`config.mk`:
```
export PLATFORM = sky130hd
export DESIGN_NAME = id_ex_pipe_reg
export DESIGN_NICKNAME = d
export VERILOG_FILES = /design/src/rtl/id_ex_pkg.sv /design/src/rtl/id_ex_stage.sv /design/src/rtl/id_ex_pipe_reg.sv
export SDC_FILE = /design/constraint.sdc
export NUM_CORES = 1
export LEC_CHECK = 0
export ABC_AREA = 0
export CAP_MARGIN = 20
export CORE_ASPECT_RATIO = 0.9
export CORE_MARGIN = 10
export CORE_UTILIZATION = 45
export DETAILED_ROUTE_END_ITERATION = 16
export DONT_BUFFER_PORTS = 1
export GPL_ROUTABILITY_DRIVEN = 0
export GPL_TIMING_DRIVEN = 0
export PLACE_DENSITY_LB_ADDON = 0.08
export SYNTH_ARGS = -nofsm -noshare
export SYNTH_HDL_FRONTEND = slang
export SYNTH_SLANG_ARGS = --single-unit
```
`constraint.sdc`:
```
create_clock -name clk_i -period 2.4 [get_ports clk_i]
set_clock_uncertainty 0.1 [all_clocks]
set_input_delay 0.36 -clock clk_i [delete_from_list [all_inputs] [get_ports clk_i]]
set_output_delay 0.36 -clock clk_i [all_outputs]
set_load 0.02 [all_outputs]
```
`src/rtl/id_ex_pkg.sv`:
```
// Shared widths, control-field bit positions and the stage record layout
// for the ID/EX pipeline register.
package id_ex_pkg;

    localparam int WB_W   = 2;
    localparam int MEM_W  = 2;
    localparam int EX_W   = 4;
    localparam int DATA_W = 32;
    localparam int REG_W  = 5;

    localparam int EX_ALUSRC   = 0;
    localparam int EX_ALUOP_LO = 1;
    localparam int EX_ALUOP_HI = 2;
    localparam int EX_REGDST   = 3;
    localparam int MEM_WRITE   = 0;

    typedef struct packed {
        logic              valid;
        logic [WB_W-1:0]   wb;
        logic [MEM_W-1:0]  mem;
        logic [EX_W-1:0]   ex;
        logic [DATA_W-1:0] pc;
        logic [DATA_W-1:0] rsdata;
        logic [DATA_W-1:0] rtdata;
        logic [DATA_W-1:0] imm;
        logic [REG_W-1:0]  rsaddr;
        logic [REG_W-1:0]  rtaddr;
        logic [REG_W-1:0]  rdaddr;
    } id_ex_rec_t;

endpackage

```
`src/rtl/id_ex_stage.sv`:
```
// One ID/EX register stage: falling-edge update, async active-low reset,
// hold, and bubble load. Control is zeroed whenever the stored valid is 0.
module id_ex_stage
    import id_ex_pkg::*;
#(
    parameter int CTRL_W = 8,
    parameter int PAY_W  = 143
) (
    input  logic              clk_i,
    input  logic              rst_i,
    input  logic              hold_i,
    input  logic              bubble_i,
    input  logic              valid_i,
    input  logic [CTRL_W-1:0] ctrl_i,
    input  logic [PAY_W-1:0]  data_i,
    output logic              valid_o,
    output logic [CTRL_W-1:0] ctrl_o,
    output logic [PAY_W-1:0]  data_o
);

    logic              valid_d, valid_q;
    logic [CTRL_W-1:0] ctrl_d,  ctrl_q;
    logic [PAY_W-1:0]  data_q;

    // Gating control by valid keeps the "bubble never writes" invariant local.
    assign valid_d = valid_i & ~bubble_i;
    assign ctrl_d  = valid_d ? ctrl_i : '0;

    always_ff @(negedge clk_i or negedge rst_i) begin
        if (!rst_i) begin
            valid_q <= 1'b0;
            ctrl_q  <= '0;
            data_q  <= '0;
        end else if (!hold_i) begin
            valid_q <= valid_d;
            ctrl_q  <= ctrl_d;
            data_q  <= data_i;
        end
    end

    assign valid_o = valid_q;
    assign ctrl_o  = ctrl_q;
    assign data_o  = data_q;

endmodule

```
`src/rtl/id_ex_pipe_reg.sv`:
```
// Parametrised ID/EX pipeline register: DEPTH chained stages with stall,
// flush (bubble at stage 0), valid tracking and a saturating bubble counter.
module id_ex_pipe_reg #(
    parameter int WB_W   = id_ex_pkg::WB_W,
    parameter int MEM_W  = id_ex_pkg::MEM_W,
    parameter int EX_W   = id_ex_pkg::EX_W,
    parameter int DATA_W = id_ex_pkg::DATA_W,
    parameter int DEPTH  = 1,
    parameter int CNT_W  = 16
) (
    input  logic              clk_i,
    input  logic              rst_i,
    input  logic              stall_i,
    input  logic              flush_i,
    input  logic              valid_i,
    input  logic [WB_W-1:0]   wb_i,
    input  logic [MEM_W-1:0]  mem_i,
    input  logic [EX_W-1:0]   ex_i,
    input  logic [DATA_W-1:0] pc_i,
    input  logic [DATA_W-1:0] rsdata_i,
    input  logic [DATA_W-1:0] rtdata_i,
    input  logic [DATA_W-1:0] imm_i,
    input  logic [4:0]        rsaddr_i,
    input  logic [4:0]        rtaddr_i,
    input  logic [4:0]        rdaddr_i,
    output logic              valid_o,
    output logic [WB_W-1:0]   wb_o,
    output logic [MEM_W-1:0]  mem_o,
    output logic              memwrite_o,
    output logic              alusrc_o,
    output logic [1:0]        aluop_o,
    output logic              regdst_o,
    output logic [DATA_W-1:0] pc_o,
    output logic [DATA_W-1:0] rsdata_o,
    output logic [DATA_W-1:0] rtdata_o,
    output logic [DATA_W-1:0] imm_o,
    output logic [5:0]        funct_o,
    output logic [4:0]        rsaddr_o,
    output logic [4:0]        rtaddr_o,
    output logic [4:0]        rdaddr_o,
    output logic [CNT_W-1:0]  bubble_cnt_o
);
    import id_ex_pkg::*;

    localparam int CTRL_W = WB_W + MEM_W + EX_W;
    localparam int PAY_W  = 4 * DATA_W + 15;

    if (DEPTH < 1 || DEPTH > 4) begin : g_bad_depth
        $error("id_ex_pipe_reg: DEPTH must be within 1..4");
    end
    if (EX_W < 4 || DATA_W < 6) begin : g_bad_width
        $error("id_ex_pipe_reg: EX_W must be >= 4 and DATA_W >= 6");
    end

    logic              valid_s [DEPTH+1];
    logic [CTRL_W-1:0] ctrl_s  [DEPTH+1];
    logic [PAY_W-1:0]  pay_s   [DEPTH+1];

    assign valid_s[0] = valid_i;
    assign ctrl_s[0]  = {wb_i, mem_i, ex_i};
    assign pay_s[0]   = {pc_i, rsdata_i, rtdata_i, imm_i, rsaddr_i, rtaddr_i, rdaddr_i};

    for (genvar gi = 0; gi < DEPTH; gi++) begin : g_stage
        id_ex_stage #(
            .CTRL_W (CTRL_W),
            .PAY_W  (PAY_W)
        ) u_stage (
            .clk_i    (clk_i),
            .rst_i    (rst_i),
            .hold_i   (stall_i),
            .bubble_i ((gi == 0) ? flush_i : 1'b0),
            .valid_i  (valid_s[gi]),
            .ctrl_i   (ctrl_s[gi]),
            .data_i   (pay_s[gi]),
            .valid_o  (valid_s[gi+1]),
            .ctrl_o   (ctrl_s[gi+1]),
            .data_o   (pay_s[gi+1])
        );
    end

    logic [EX_W-1:0] ex_o;

    assign valid_o = valid_s[DEPTH];
    assign {wb_o, mem_o, ex_o} = ctrl_s[DEPTH];
    assign {pc_o, rsdata_o, rtdata_o, imm_o, rsaddr_o, rtaddr_o, rdaddr_o} = pay_s[DEPTH];

    assign memwrite_o = mem_o[MEM_WRITE];
    assign alusrc_o   = ex_o[EX_ALUSRC];
    assign aluop_o    = ex_o[EX_ALUOP_HI:EX_ALUOP_LO];
    assign regdst_o   = ex_o[EX_REGDST];
    assign funct_o    = imm_o[5:0];

    logic [CNT_W-1:0] bubble_cnt_q, bubble_cnt_d;

    // Counts bubbles actually inserted: a stalled flush inserts nothing.
    always_comb begin
        bubble_cnt_d = bubble_cnt_q;
        if (!stall_i && flush_i && (bubble_cnt_q != {CNT_W{1'b1}})) begin
            bubble_cnt_d = bubble_cnt_q + 1'b1;
        end
    end

    always_ff @(negedge clk_i or negedge rst_i) begin
        if (!rst_i) begin
            bubble_cnt_q <= '0;
        end else begin
            bubble_cnt_q <= bubble_cnt_d;
        end
    end

    assign bubble_cnt_o = bubble_cnt_q;

endmodule
```
==> results.py <==
metrics = {
    "run_status": {
        "status": "complete, but fails checks",
        "violations": "negative setup slack",
    },
    "global_routing": {
        "grt-ovfl-total": 0,
        "grt_max_degree": 169,
        "first_global_vias": 3801,
        "grt_pass1_wl_mm": 26.7,
        "antenna_found_initial": 5,
        "grtUsageTotal_pct": 18.1,
    },
    "clock_network": {
        "cts_buffer_depth": 2,
        "cts_hold_buf": 0,
        "clk_latency_ps": 390,
        "clk_pin_slew_ps": 50,
        "root_buffer": "clkbuf_16",
        "cts_resized": 7,
        "cts_tree": "built",
        "cts_buffers": 17,
        "post-cts-setup-buffer-count": 0,
        "numClockSinks": 168,
        "htree_levels": 4,
    },
    "logic_synthesis": {
        "ys_types": 31,
        "seq_area_frac_synth_pct": 65.4,
        "avgSynthCellArea_um2": 16.0,
        "synth_top_cell_by_area": "dfrtn_1",
        "async_flop_share_pct": 100,
        "synth_warnings": 0,
        "synth_area_um2": 6430,
        "yosys.cell_count.top_type": "dfrtn_1",
        "yosys-top-cells-area": "dfrtn_1 (65%), mux2_2 (25%), xnor2_1 (1.4%)",
        "ys.flop_type": "dfrtn_1",
        "synth_common_cells": "dfrtn_1 (168), mux2_2 (143), clkbuf_1 (10), xnor2_1 (10), a22o_1 (8)",
        "ys_ff_latch": 168,
        "syn_inst": 402,
        "yosysTopAreaCellShare_pct": 65.4,
        "synth_edf_count": 0,
        "syn_nets": 559,
    },
    "worst_hold_path": {
        "min_path_cells": 1,
        "hold_start": "bubble_cnt_o[11]$_DFFE_NN0P_",
        "holdCritPathClass": "reg -> reg",
    },
    "worst_setup_path": {
        "cp_max_fo": 3,
        "path_class": "reg -> out",
        "cp.required_ps": 1940,
        "worstPathCellList": "buf_6",
        "r2r_slack_ps": 210,
        "slowest_stage": "dfrtn_1",
        "r2r_end": "bubble_cnt_o[1]$_DFFE_NN0P_",
        "crit_end": "mem_o[0]",
        "cp.arrival_ps": 2380,
        "cp-end-kind": "primary output",
        "critPathLaunch": "g_stage[0].u_stage.ctrl_o[4]$_DFFE_NN0N_",
        "r2r-start": "bubble_cnt_o[8]$_DFFE_NN0P_",
        "reg2regPathDepth": 4,
        "crit_buf_inv": 1,
        "cp_slowest_stage_delay_ps": 610,
        "crit_cells": 1,
        "cpLargestDelayFamily": "flip-flops",
        "startpoint_type": "flop",
    },
    "power": {
        "ir_drop_mv": 0.491,
        "power.internal_mw": 5.41,
        "switching_power_mw": 2.02,
        "seqPwrFrac_pct": 51.9,
        "combPwrFrac_pct": 8.1,
        "power_mw": 7.43,
        "p_clk_share_pct": 40.0,
        "pwr_density_cell_nw_per_um2": 955,
        "leakage_nw": 3.52,
        "p_sw_share_pct": 27.2,
    },
    "finish": {
        "design_area_um2": 7780,
        "fill_cells": 1129,
        "area_growth_syn_to_layout_pct": 21.1,
        "nNetsFinal": 578,
        "drive_gt1_share_pct": 49.1,
    },
    "die": {
        "rows": 41,
        "initial_core_util_pct": 45.9,
        "die_area_um2": 19500,
        "core_area_um2": 14000,
        "fp.dieW_um": 146,
        "pin_count": 331,
        "die_h_um": 133,
    },
    "sta": {
        "hold_viol": 0,
        "max-slew-margin-rel_pct": 60.4,
        "tightest_slew_ps": 592,
        "rsz0062_at_grt": "yes",
        "fin_ws_ps": -444,
        "setup_viol": 175,
        "slew_violations": 0,
        "holdWs_ps": 460,
    },
    "placed_design": {
        "io_buffers": 0,
        "dp_hpwl_mm": 13.8,
        "placed_area_um2": 7100,
    },
    "route": {
        "via_count": 3404,
        "remaining_drc_errors": 0,
        "viasPerCell": 5.39,
        "wl_per_cell_um": 28.6,
        "firstDrtPassIters": 4,
        "drt-initial-drc-count": 199,
        "ant_nets": 0,
        "totalWireLength_mm": 18.1,
    },
    "run": {
        "cap_viol_max_count": 0,
    },
}
cell families after synthesis:
group / share of synthesized area (%)
compound gates: 1.67
xor+xnor: 2.04
fa+ha+maj: 0.195
buf+inv: 2.04
flops: 65.4
mux: 25.2
simple gates: 3.43
how the worst min path moves through the flow:
stage | endpoint
floorplan | bubble_cnt_o[15]$_DFFE_NN0P_
global placement | bubble_cnt_o[7]$_DFFE_NN0P_
detailed placement | bubble_cnt_o[11]$_DFFE_NN0P_
CTS | bubble_cnt_o[11]$_DFFE_NN0P_
global route | bubble_cnt_o[11]$_DFFE_NN0P_
finish | bubble_cnt_o[11]$_DFFE_NN0P_
sequential cells by signal (all words and copies together), names as in the netlist:
| name | cells |
|---|---|
| bubble_cnt_o | 16 |
| g_stage.u_stage.ctrl_o | 8 |
| g_stage.u_stage.data_o | 143 |
| g_stage.u_stage.valid_o | 1 |
cell type report:
class	count	area [um2]	share of cell area, %
clock inverter	15	220	2.83
antenna	4	10.0	0.129
sequential	168	4200	54.0
buffer	24	313	4.02
tap	193	241	3.10
multi-input combinational	210	2370	30.5
clock buffer	17	425	5.46
per-stage QoR:
step / instances / setup WS, ps / utilization, % / setup TNS (ps)
floorplan: 402 / -165 / - / -12970
global placement: 595 / -282 / 50.7 / -27980
detailed placement: 595 / -321 / 50.7 / -30220
CTS: 627 / -468 / 55.5 / -38660
global route: 630 / -486 / 55.6 / -41680
finish: 631 / -444 / 55.6 / -35770
layer usage:
metal,track usage (%),wire length (um),up-vias,share of wire [%]
li1,-,-,1460,-
met1,18.0,6150,1757,34
met2,31.0,9440,179,52
met3,11.9,2370,8,13
met4,3.83,99,0,0.55
met5,0,0,-,0
cells in the final DEF, fill, tap and decap left out, types with 4 or more instances in the layout:
master	netlist	layout
xnor2_1	10	10
nor2_1	4	4
a22o_1	8	8
nand3_1	6	6
buf_6	1	7
clkinv_2	0	4
mux2_2	143	82
inv_6	0	4
and3_1	5	5
clkbuf_4	0	8
clkbuf_16	0	18
buf_12	0	6
dfrtn_1	168	168
mux2_4	0	62
diode_2	0	4
nand2_1	6	5
nand4_1	4	4
bufinv_16	0	5
xor2_1	5	5
power groups by stage:
stage	Sequential, mW	Combinational (mW)	Clock, mW
6_report	3.86	0.604	2.97
4_1_cts	3.86	0.611	3.03
3_3_place_gp	3.90	0.575	0
5_1_grt	3.90	0.652	3.18
3_5_place_dp	3.90	0.600	0
2_1_floorplan	3.76	0.532	0
Power figures use the tool's default switching activity.
